<file path="src/rtl/hazard_scoreboard.sv">
// Register-dependency scoreboard and issue controller between decode and EX.
// Optional `STALL_COUNT_EN adds a saturating 32-bit stall_count output.
module hazard_scoreboard #(
    parameter int LOAD_LAT = 1,
    parameter int ALU_LAT  = 0,
    parameter int CW       = 3
) (
    input  logic       clk,
    input  logic       rst,
    input  logic       id_valid,
    input  logic [4:0] id_rs,
    input  logic [4:0] id_rt,
    input  logic       id_use_rs,
    input  logic       id_use_rt,
    input  logic       id_gp_we,
    input  logic [4:0] id_cad,
    input  logic       id_is_load,
    input  logic       id_flush,
    input  logic       pipe_hold,
    output logic       id_stall,
    output logic       id_issue,
    output logic       ex_bubble,
    output logic       busy
`ifdef STALL_COUNT_EN
    ,
    output logic [31:0] stall_count
`endif
);

    logic [CW-1:0] cnt_r [0:31];
    logic          ex_bubble_r;
    logic          rs_hz_s;
    logic          rt_hz_s;
    logic          hz_s;
    logic          live_s;
    logic          stall_s;
    logic          issue_s;
    logic          set_s;
    logic [CW-1:0] set_val_s;
    logic          busy_s;

    // Hazard detection and issue decision; r0 never counts as pending.
    always_comb begin
        rs_hz_s   = id_use_rs && (id_rs != 5'd0) && (cnt_r[id_rs] != {CW{1'b0}});
        rt_hz_s   = id_use_rt && (id_rt != 5'd0) && (cnt_r[id_rt] != {CW{1'b0}});
        hz_s      = rs_hz_s || rt_hz_s;
        live_s    = id_valid && !id_flush;
        stall_s   = live_s && hz_s;
        issue_s   = live_s && !hz_s && !pipe_hold;
        set_s     = issue_s && id_gp_we && (id_cad != 5'd0);
        if (id_is_load) begin
            set_val_s = CW'(LOAD_LAT);
        end else begin
            set_val_s = CW'(ALU_LAT);
        end
    end

    // Any tracked register still counting down.
    always_comb begin
        busy_s = 1'b0;
        for (int i = 1; i < 32; i++) begin
            if (cnt_r[i] != {CW{1'b0}}) begin
                busy_s = 1'b1;
            end else begin
                busy_s = busy_s;
            end
        end
    end

    // Countdown array and EX bubble flag; a new producer overrides the decrement.
    always_ff @(posedge clk) begin
        if (rst) begin
            for (int i = 0; i < 32; i++) begin
                cnt_r[i] <= {CW{1'b0}};
            end
            ex_bubble_r <= 1'b1;
        end else if (!pipe_hold) begin
            cnt_r[0] <= {CW{1'b0}};
            for (int i = 1; i < 32; i++) begin
                if (set_s && (id_cad == 5'(i))) begin
                    cnt_r[i] <= set_val_s;
                end else if (cnt_r[i] != {CW{1'b0}}) begin
                    cnt_r[i] <= cnt_r[i] - CW'(1);
                end else begin
                    cnt_r[i] <= cnt_r[i];
                end
            end
            ex_bubble_r <= !issue_s;
        end else begin
            ex_bubble_r <= ex_bubble_r;
        end
    end

`ifdef STALL_COUNT_EN
    logic [31:0] stall_count_r;

    // Saturating count of cycles where decode stalls and the pipe advances.
    always_ff @(posedge clk) begin
        if (rst) begin
            stall_count_r <= 32'd0;
        end else if (stall_s && !pipe_hold && (stall_count_r != 32'hFFFF_FFFF)) begin
            stall_count_r <= stall_count_r + 32'd1;
        end else begin
            stall_count_r <= stall_count_r;
        end
    end

    assign stall_count = stall_count_r;
`endif

    assign id_stall  = stall_s;
    assign id_issue  = issue_s;
    assign ex_bubble = ex_bubble_r;
    assign busy      = busy_s;

endmodule
</file>
<file path="config.mk">
export PLATFORM = sky130hd
export DESIGN_NAME = hazard_scoreboard
export DESIGN_NICKNAME = d
export VERILOG_FILES = /design/src/rtl/hazard_scoreboard.sv
export SDC_FILE = /design/constraint.sdc
export NUM_CORES = 1
export LEC_CHECK = 0
export BUFFER_PORTS_ARGS = -buffer_cell sky130_fd_sc_hd__buf_2
export CAP_MARGIN = 15
export CORE_MARGIN = 5
export CORE_UTILIZATION = 45
export CTS_CLUSTER_SIZE = 16
export DETAILED_ROUTE_END_ITERATION = 12
export PLACE_DENSITY = 0.73
export SLEW_MARGIN = 10
export SYNTH_ARGS = -nofsm -noshare
export SYNTH_HDL_FRONTEND = slang
export SYNTH_SLANG_ARGS = --single-unit
export TNS_END_PERCENT = 30
</file>
<file path="constraint.sdc">
create_clock -name clk -period 2.45 [get_ports clk]
set_input_delay 0.1225 -clock clk [delete_from_list [all_inputs] [get_ports clk]]
set_output_delay 0.1225 -clock clk [all_outputs]
set_load 0.03 [all_outputs]
</file>
==> results.json, run 1 <==
{
  "critical_path_class": "reg -> reg",
  "crit_path_end_kind": "register",
  "synth-edff-count": 93,
  "postSynthCellCount": 786,
  "grt_util_all_layers_pct": 22.9,
  "netlist_top_cells_count": "edfxtp_1 (93), nor2_1 (78), nor3_1 (76), inv_1 (70), ha_1 (62)",
  "ys_types": 66,
  "critPathArrivalTime_ps": 2860,
  "start_util_pct": 45.4,
  "io_buffers": 27,
  "ys_seq_elements": 94,
  "startpoint_type": "register",
  "worstHoldPathType": "in -> reg",
  "die_w_um": 139,
  "finalSetupViolCount": 179,
  "gp_congestion": 0.976,
  "clkTransAtPathRegs_ps": 60,
  "yosys.area.top_type_share_pct": 37.3,
  "h-tree-depth": 3,
  "finClkSkew_ps": 5.22,
  "p_per_area_nw_per_um2": 570,
  "slowest_stage": "or3_4",
  "maxSlewViolCount": 0,
  "ir_drop_v": 0.000347,
  "clkLatencyLatePin_ps": 360,
  "worst_pin_slew_ps": 708,
  "synthArstFlopShare_pct": 0,
  "finalWirelength_um": 24600,
  "syn-mean-instance-area_um2": 9.52,
  "reg2reg_from": "cnt_r[4][2]$_SDFFCE_PN0P_",
  "maxCapViolCount": 0,
  "vias": 7397,
  "drcViolationCount": 0,
  "clk_path_buf_depth": 2,
  "reg2reg_depth": 10,
  "antenna_cells": 0,
  "post_drt_via_cell_ratio": 6.04,
  "violations": "setup timing",
  "run_status": "finished with violations",
  "ios": 28,
  "grt_pass1_vias": 7131,
  "hp-start": "rst",
  "p_leak_nw": 4.48,
  "r2r_slack_ps": -360,
  "cts_buffers": 9,
  "drive_gt1_share_pct": 41.4,
  "grt_pass1_wl_um": 35800,
  "fmax_ghz": 0.356,
  "yosysTopAreaCell": "edfxtp_1",
  "area_growth_pct": 42.1,
  "synth_nets": 872,
  "fin_crit_sh_pct": 115,
  "tritoncts": "done",
  "period_minus_slack_ps": 2810,
  "ys_top_cells_by_area": "edfxtp_1 (37%), ha_1 (10%), nor3_1 (5.1%), mux2i_1 (4.0%), nor2_1 (3.9%)",
  "rows": 47,
  "setup.worst_path.start": "cnt_r[4][2]$_SDFFCE_PN0P_",
  "dieHeight_um": 139,
  "critPathMaxStageDelay_ps": 430,
  "synth_ff_type": "edfxtp_1",
  "yosysMostFrequentCell": "edfxtp_1",
  "dieArea_um2": 19300,
  "rsz0062_at_grt": "true",
  "wl_per_cell_um": 20.1,
  "hpwl_um": 16000,
  "grt_overflow": 0,
  "cts.hold.buffers_added": 0,
  "clkSinkCount": 94,
  "drtIter0Drc": 1004,
  "grt_start_max_net_pins": 27,
  "dr.pass1.iters": 6,
  "setup_tns_ps": -29770,
  "postRouteAntennaNets": 0,
  "worstPathCellList": "or3_4, or3_4, nand4_1, a22oi_2, nand3_2, buf_6, nand4_4, buf_6, o31ai_4, a21o_1",
  "core-area_um2": 16500,
  "ys_warn_count": 0,
  "cts-root-buf": "clkbuf_16",
  "hold_viol_final": 0,
  "relSlewSlack_pct": 52.4,
  "antenna_found_initial": 2,
  "whs_endpoint": "ex_bubble$_SDFFE_PP1N_",
  "nets": 1087,
  "crit_required_ps": 2510,
  "r2r-end": "cnt_r[14][1]$_SDFFCE_PN0P_",
  "worstHoldPathCells": 2,
  "yosysSeqAreaShare_pct": 37.6,
  "holdWs_ps": 185,
  "syn_area_um2": 7480,
  "path_max_fanout": 7,
  "layout_setup_ws_ps": -356
}
==> worst max-delay path, delay by kind of cell (launching register included) <==
kind | cells | cell delay (ps)
buf+inv | 2 | 380
simple gates | 5 | 1240
flops | 1 | 390
compound gates | 3 | 510
==> layer usage <==
layer	wire, µm	track usage (%)	vias up
met5	14	0	-
met4	1330	7.52	4
met3	2330	4.83	146
met2	11700	38.9	459
met1	9220	29.1	3493
li1	-	-	3295
==> cell families (layout without fill, tap and decap cells) <==
group	count (synthesis)	after routing	share of synthesized area, %
flip-flops	94	94	37.6
AND/OR/NAND/NOR	351	352	25.9
AO/OA/AOI/OAI	98	98	9.52
multiplexers	52	52	8.23
buffers and inverters	114	331	6.66
adder cells (fa/ha/maj)	62	62	10.4
XOR/XNOR	15	15	1.76
==> where the power goes <==
group / total, mW / leakage [nW] / switching (mW) / internal, mW
Sequential: 2.19 / 1.01 / 0.146 / 2.04
Clock: 1.28 / 0.123 / 0.606 / 0.671
Combinational: 2.59 / 3.35 / 1.32 / 1.27
Total: 6.05 / 4.48 / 2.07 / 3.98
==> stage by stage <==
step	std cells	setup WS (ps)	instance area (µm²)	power, mW	util (%)
floorplan	786	-55.9	7480	3.33	-
global placement	1170	-314	9080	4.16	55.1
detailed placement	1170	-307	9080	4.21	55.1
CTS	1205	-212	9960	5.71	60.5
global route	1224	-424	10600	6.34	64.5
finish	1224	-356	10600	6.05	64.5
==> timing repair <==
item	4_1_cts	5_1_grt
gates resized for setup	113	100
gates cloned	2	1
pin swaps	43	52
setup buffers	22	18
endpoints found under the hold margin	0	0
endpoints found under the setup margin	186	190
==> flip-flops by register name, summed over array words and instances (netlist names) <==
| signal | flops |
|---|---|
| cnt_r | 93 |
| ex_bubble | 1 |
==> layout make-up <==
cell class | instances | area (µm²)
clock buffer | 11 | 233
clock inverter | 3 | 13.8
timing repair buffer | 246 | 2020
multi-input combinational | 579 | 5010
sequential | 94 | 2810
fill | 1169 | 5840
tap | 220 | 275
inverter | 71 | 267
==> cells in the final DEF (no fill, tap or decap), types with 6 or more instances in the layout <==
cell,instances
a21o_1,11
a21oi_1,14
buf_12,7
buf_2,24
buf_4,183
buf_6,29
clkbuf_16,10
edfxtp_1,93
ha_1,59
inv_1,67
mux2_2,9
mux2i_1,28
mux4_2,6
nand2_1,14
nand2b_1,24
nand3_1,9
nand4_1,21
nor2_1,73
nor2b_1,20
nor2b_2,6
nor2b_4,7
nor3_1,63
nor3_2,8
nor4_1,24
nor4_2,6
o21ai_0,6
o21ai_2,7
o21bai_1,6
xnor2_1,15
==> how the worst max path moves through the flow <==
stage	to	slack, ps	cells after the start
global placement	cnt_r[6][0]$_SDFFCE_PP0P_	-310	9
detailed placement	cnt_r[24][2]$_SDFFCE_PP0P_	-310	12
CTS	cnt_r[7][0]$_SDFFCE_PP0P_	-210	9
global route	cnt_r[14][2]$_SDFFCE_PN0P_	-420	10
floorplan	cnt_r[7][0]$_SDFFCE_PP0P_	-60	9
finish	cnt_r[14][1]$_SDFFCE_PN0P_	-360	10
(Power assumes the default switching activity.)
==> run 2: changes to the inputs <==
--- a/config.mk
+++ b/config.mk
@@ -5,7 +5,7 @@
 export SDC_FILE = /design/constraint.sdc
 export NUM_CORES = 1
 export LEC_CHECK = 0
-export BUFFER_PORTS_ARGS = -buffer_cell sky130_fd_sc_hd__buf_2
+export BUFFER_PORTS_ARGS = -buffer_cell sky130_fd_sc_hd__clkbuf_2
 export CAP_MARGIN = 15
 export CORE_MARGIN = 5
 export CORE_UTILIZATION = 45
==> run 2 against run 1 <==
  * The flow still finishes with violations (setup timing)
  * First-iteration DRC count shrank 2.7%
  * Die area is the same
  * Clock power is essentially flat
  * Sequential power is essentially flat
  * Routed wire length shrank 2.4%
  * Maximum frequency shrank 3.7%
  * Non-clock buffer count shrank 15
  * Register-to-register slack lost 110 ps
==> results.json, run 2 (synthesis results as in run 1) <==
{
  "run_status": "finished with violations",
  "violations": "setup timing",
  "drtIter0Drc": 977,
  "gp_congestion": 0.958,
  "finalSetupViolCount": 190,
  "layout_commonest_cell": "buf_4",
  "hold_viol_final": 0,
  "holdWs_ps": 183,
  "startpoint_type": "register",
  "clk_path_buf_depth": 2,
  "cts-root-buf": "clkbuf_16",
  "nets": 1072,
  "layout_setup_ws_ps": -465,
  "core-area_um2": 16500,
  "setup_tns_ps": -56620,
  "fmax_ghz": 0.343,
  "hpwl_um": 16400,
  "drcViolationCount": 0,
  "tritoncts": "done",
  "drive_gt1_share_pct": 38.8,
  "rsz0062_at_grt": "true",
  "postRouteAntennaNets": 0,
  "final_cell_count_no_fill": 1211,
  "io_buffers": 27,
  "maxCapViolCount": 0,
  "crit_required_ps": 2550,
  "fin_crit_sh_pct": 119,
  "clkLatencyLatePin_ps": 360,
  "vias": 7249,
  "finClkSkew_ps": 14.2,
  "antenna_cells": 0,
  "whs_endpoint": "cnt_r[17][0]$_DFFE_PP_",
  "ios": 28,
  "dieHeight_um": 139,
  "p_per_area_nw_per_um2": 574,
  "rows": 47,
  "clkSinkCount": 94,
  "grt_overflow": 0,
  "relSlewSlack_pct": 47.7,
  "cts_buffers": 9,
  "grt_util_all_layers_pct": 22.8,
  "cts.hold.buffers_added": 0,
  "post_drt_via_cell_ratio": 5.99,
  "critical_path_class": "reg -> reg",
  "h-tree-depth": 3,
  "worst_pin_slew_ps": 784,
  "worstHoldPathType": "in -> reg",
  "r2r_slack_ps": -460,
  "hp-start": "id_is_load",
  "r2r-end": "cnt_r[16][0]$_SDFFCE_PP0P_",
  "dp.cells": 1168,
  "period_minus_slack_ps": 2910,
  "wl_per_cell_um": 19.9,
  "finalWirelength_um": 24000,
  "crit_path_end_kind": "register",
  "largest_register": "cnt_r",
  "critPathArrivalTime_ps": 3020,
  "grt_pass1_wl_um": 35500,
  "layout_common_cells": "buf_4 (176), edfxtp_1 (93), nor2_1 (78)",
  "reg2reg_depth": 8,
  "p_leak_nw": 4.37,
  "antenna_found_initial": 0,
  "num-fill-cells": 1215,
  "maxSlewViolCount": 0,
  "worstHoldPathCells": 3,
  "grt_pass1_vias": 6868,
  "start_util_pct": 45.4,
  "grt_start_max_net_pins": 18,
  "reg2reg_from": "cnt_r[19][1]$_SDFFCE_PP0P_",
  "ir_drop_v": 0.000330,
  "path_max_fanout": 15,
  "dieArea_um2": 19300,
  "largest_reg_flops": 93,
  "dr.pass1.iters": 6,
  "clkTransAtPathRegs_ps": 70,
  "area_growth_pct": 38.7,
  "die_w_um": 139
}
[run 2: changes by cell type in the layout (fill, tap and decap cells not counted), sizes merged]
cell and change:
buf -40, clkbuf +24, clkinv +3
[run 2: repair_timing]
| item | CTS | global route |
|---|---|---|
| gates cloned | 1 | 1 |
| gates resized for setup | 120 | 66 |
| setup endpoints to repair | 189 | 190 |
| pin swaps | 51 | 41 |
| buffers inserted | 19 | 14 |
[run 2: power by group]
part | switching [mW] | internal, mW
Combinational | 1.27 | 1.20
Sequential | 0.147 | 2.04
Clock | 0.624 | 0.676
Total | 2.04 | 3.91
[run 2: how the worst max path moves through the flow]
stage                                       endpoint                        from  slack [ps]  depth (start not counted)
after floorplan            cnt_r[7][0]$_SDFFCE_PP0P_  cnt_r[23][2]$_SDFFCE_PP0P_         -60                          9
after global placement     cnt_r[9][1]$_SDFFCE_PN0P_  cnt_r[21][1]$_SDFFCE_PP0P_        -370                         10
after detailed placement   cnt_r[9][1]$_SDFFCE_PN0P_  cnt_r[21][1]$_SDFFCE_PP0P_        -520                         10
after CTS                                   id_issue  cnt_r[21][2]$_SDFFCE_PP0P_        -260                         10
after global routing      cnt_r[16][0]$_SDFFCE_PP0P_  cnt_r[19][1]$_SDFFCE_PP0P_        -530                          8
final                     cnt_r[16][0]$_SDFFCE_PP0P_  cnt_r[19][1]$_SDFFCE_PP0P_        -460                          8
[run 2: area by class of cell]
type / instances / area [µm²] / area share [%]
clock buffers: 10 / 229 / 2.21
clock inverters: 6 / 28.8 / 0.277
inverters: 71 / 272 / 2.62
multi-input cells: 579 / 4910 / 47.3
flip-flops and latches: 94 / 2810 / 27.1
well taps: 220 / 275 / 2.65
repair buffers: 231 / 1850 / 17.8
[run 2: worst max-delay path, stage by stage (launching register included)]
cell,delay [ps]
edfxtp_1,450
mux4_2,520
nor4b_1,340
a22oi_1,150
nand3_2,160
buf_12,140
nand2_2,230
o21ai_2,310
mux2_2,380
[run 2: routing by layer]
| layer | wire length (µm) | track usage [%] |
|---|---|---|
| met4 | 1100 | 10.2 |
| met1 | 9580 | 29.6 |
| met2 | 11200 | 37.3 |
| met5 | 0 | 0 |
| met3 | 2200 | 3.93 |
[run 2: per-stage QoR]
stage               utilization (%)  power (mW)  setup WS, ps  area, µm²
floorplan                         -        3.33         -55.9       7480
global placement               54.8        4.12          -366       9020
detailed placement             54.8        4.19          -516       9020
CTS                            60.5        5.70          -263       9960
global route                   63.0        6.22          -527      10400
finish                         63.0        5.96          -465      10400
==> run 3: changes to the inputs <==
--- a/config.mk
+++ b/config.mk
@@ -8,10 +8,10 @@
 export BUFFER_PORTS_ARGS = -buffer_cell sky130_fd_sc_hd__clkbuf_2
 export CAP_MARGIN = 15
 export CORE_MARGIN = 5
-export CORE_UTILIZATION = 45
+export CORE_UTILIZATION = 32
 export CTS_CLUSTER_SIZE = 16
 export DETAILED_ROUTE_END_ITERATION = 12
-export PLACE_DENSITY = 0.73
+export PLACE_DENSITY = 0.58
 export SLEW_MARGIN = 10
 export SYNTH_ARGS = -nofsm -noshare
 export SYNTH_HDL_FRONTEND = slang
==> run 3 against run 2 <==
  * The run still ends with setup timing left
  * Via count fell by 7.7%
  * Sequential share of layout area is 0.56 points higher
  * Setup slack improved by 210 ps
  * Clock power up 9%
  * Global-route usage shrank 5.7 points
  * Power down 1.6%
  * Combinational power fell by 8.5%
==> results.json, run 3 (synthesis results as in run 1) <==
{
  "run_status": "finished with violations",
  "violations": "setup timing",
  "crit_required_ps": 2560,
  "clkTransAtPathRegs_ps": 70,
  "gp_congestion": 0.861,
  "area_growth_pct": 35.9,
  "finalWirelength_um": 22700,
  "period_minus_slack_ps": 2700,
  "startpoint_type": "register",
  "power_frac_seq_pct": 37.1,
  "crit_family": "multiplexers",
  "maxCapViolCount": 0,
  "largest_reg_flops": 93,
  "critPathMaxStageDelay_ps": 480,
  "hold_viol_final": 0,
  "vias": 6691,
  "drcViolationCount": 0,
  "power.total_mw": 5.86,
  "dr.pass1.iters": 5,
  "layout_commonest_cell": "buf_4",
  "cts-root-buf": "clkbuf_16",
  "maxSlewViolCount": 0,
  "grt_overflow": 0,
  "drive_gt1_share_pct": 36.3,
  "hpwl_um": 17200,
  "finClkSkew_ps": 11.4,
  "clkSinkCount": 94,
  "internal_power_mw": 3.93,
  "setup.worst_path.start": "cnt_r[21][2]$_SDFFCE_PP0P_",
  "drtIter0Drc": 411,
  "wl_per_cell_um": 17.4,
  "cts.hold.buffers_added": 0,
  "worstHoldPathType": "in -> reg",
  "fin_crit_sh_pct": 110,
  "worstPathCellList": "buf_6, mux4_2, a211oi_2, nand3_1, nand4_4, nand4_4, buf_12, o31ai_2, mux2_1",
  "fmax_ghz": 0.370,
  "power_frac_comb_pct": 38.6,
  "h-tree-depth": 3,
  "worst_pin_slew_ps": 727,
  "clock_power_share_pct": 24.3,
  "largest_register": "cnt_r",
  "clk_path_buf_depth": 2,
  "reg2reg_from": "cnt_r[21][2]$_SDFFCE_PP0P_",
  "p_per_area_nw_per_um2": 577,
  "finalSetupViolCount": 160,
  "rsz0062_at_grt": "true",
  "critical_path_class": "reg -> reg",
  "ios": 28,
  "power_switching_mw": 1.93,
  "rows": 56,
  "die_w_um": 163,
  "dieHeight_um": 163,
  "clkLatencyLatePin_ps": 360,
  "crit_path_end_kind": "register",
  "dieArea_um2": 26500,
  "relSlewSlack_pct": 51.4,
  "post_drt_via_cell_ratio": 5.14,
  "p_leak_nw": 4.24,
  "cpMostUsedCell": "nand4_4",
  "postRouteAntennaNets": 0,
  "cts_buffers": 9,
  "nets": 1063,
  "io_buffers": 27,
  "start_util_pct": 32.2,
  "holdWs_ps": 137,
  "core-area_um2": 23300,
  "tritoncts": "done",
  "ir_drop_v": 0.000355,
  "grt_pass1_vias": 6635,
  "grt_pass1_wl_um": 35200,
  "grt_util_all_layers_pct": 17.1,
  "layout_common_cells": "buf_4 (177), edfxtp_1 (93), nor2_1 (78)",
  "critPathArrivalTime_ps": 2810,
  "hp-start": "id_is_load",
  "slowest_stage": "mux4_2",
  "layout_setup_ws_ps": -251,
  "num-fill-cells": 2275,
  "antenna_found_initial": 0,
  "cp.buffers_inverters": 2,
  "swShare_pct": 32.9,
  "antenna_cells": 0,
  "grt_start_max_net_pins": 22,
  "path_max_fanout": 13
}
run 3: cell count changes in the layout (fill, tap and decap cells not counted), moves of 5 or more:
| cell | delta |
|---|---|
| buf_6 | -7 |
| nand2_1 | -5 |
| nand2_4 | +5 |
| nand3_2 | +5 |
| nand3_4 | -5 |
| nor2b_1 | +7 |
| o21bai_1 | +5 |
run 3: layer usage:
layer | routed length (µm) | vias up | GRT usage (%)
li1 | - | 3252 | -
met1 | 10200 | 3222 | 22.1
met2 | 10700 | 176 | 28.3
met3 | 1120 | 41 | 3.47
met4 | 646 | 0 | 6.14
met5 | 0 | - | 0
run 3: area by class of cell:
class | instances | area [µm²] | share of cell area [%]
timing repair buffer | 223 | 1740 | 17.1
inverter | 71 | 272 | 2.67
clock buffer | 11 | 233 | 2.29
clock inverter | 5 | 50.0 | 0.492
tap | 319 | 399 | 3.93
sequential | 94 | 2810 | 27.7
multi-input combinational | 578 | 4660 | 45.9
run 3: through the flow:
stage	util, %	worst slack, ps	std cells	instance area, µm²	TNS (ps)
6_report	43.7	-251	1301	10200	-18570
5_1_grt	43.7	-387	1301	10200	-41840
4_1_cts	42.6	-262	1292	9910	-16500
3_3_place_gp	39.2	-322	1264	9110	-31080
3_5_place_dp	39.2	-402	1264	9110	-41230
2_1_floorplan	-	-55.9	786	7480	-559
run 3: final timing paths:
kind	endpoint	slack (ps)	cells past startpoint
setup reg to reg	cnt_r[11][0]$_SDFFCE_PP0P_	-250	9
hold / removal	cnt_r[17][0]$_DFFE_PP_	140	3
hold reg to reg	ex_bubble$_SDFFE_PP1N_	510	2
setup / recovery	cnt_r[11][0]$_SDFFCE_PP0P_	-250	9
run 3: what timing repair did:
| action | CTS | global route |
|---|---|---|
| resized for setup | 105 | 38 |
| buffers inserted | 14 | 11 |
| setup endpoints to repair | 190 | 189 |
| pin swaps | 37 | 28 |
run 3: power groups by stage:
stage / Sequential [mW] / Clock (mW) / Combinational [mW]
after CTS: 2.17 / 1.46 / 2.18
final: 2.18 / 1.42 / 2.26
after detailed placement: 2.20 / 0 / 2.01
after global placement: 2.19 / 0 / 1.97
after floorplan: 2.20 / 0 / 1.13
after global routing: 2.20 / 1.52 / 2.48
run 3: worst min-delay path, cell delays in order:
cell	delay [ps]
clkbuf_2	110
mux2i_1	70
nor2_1	80
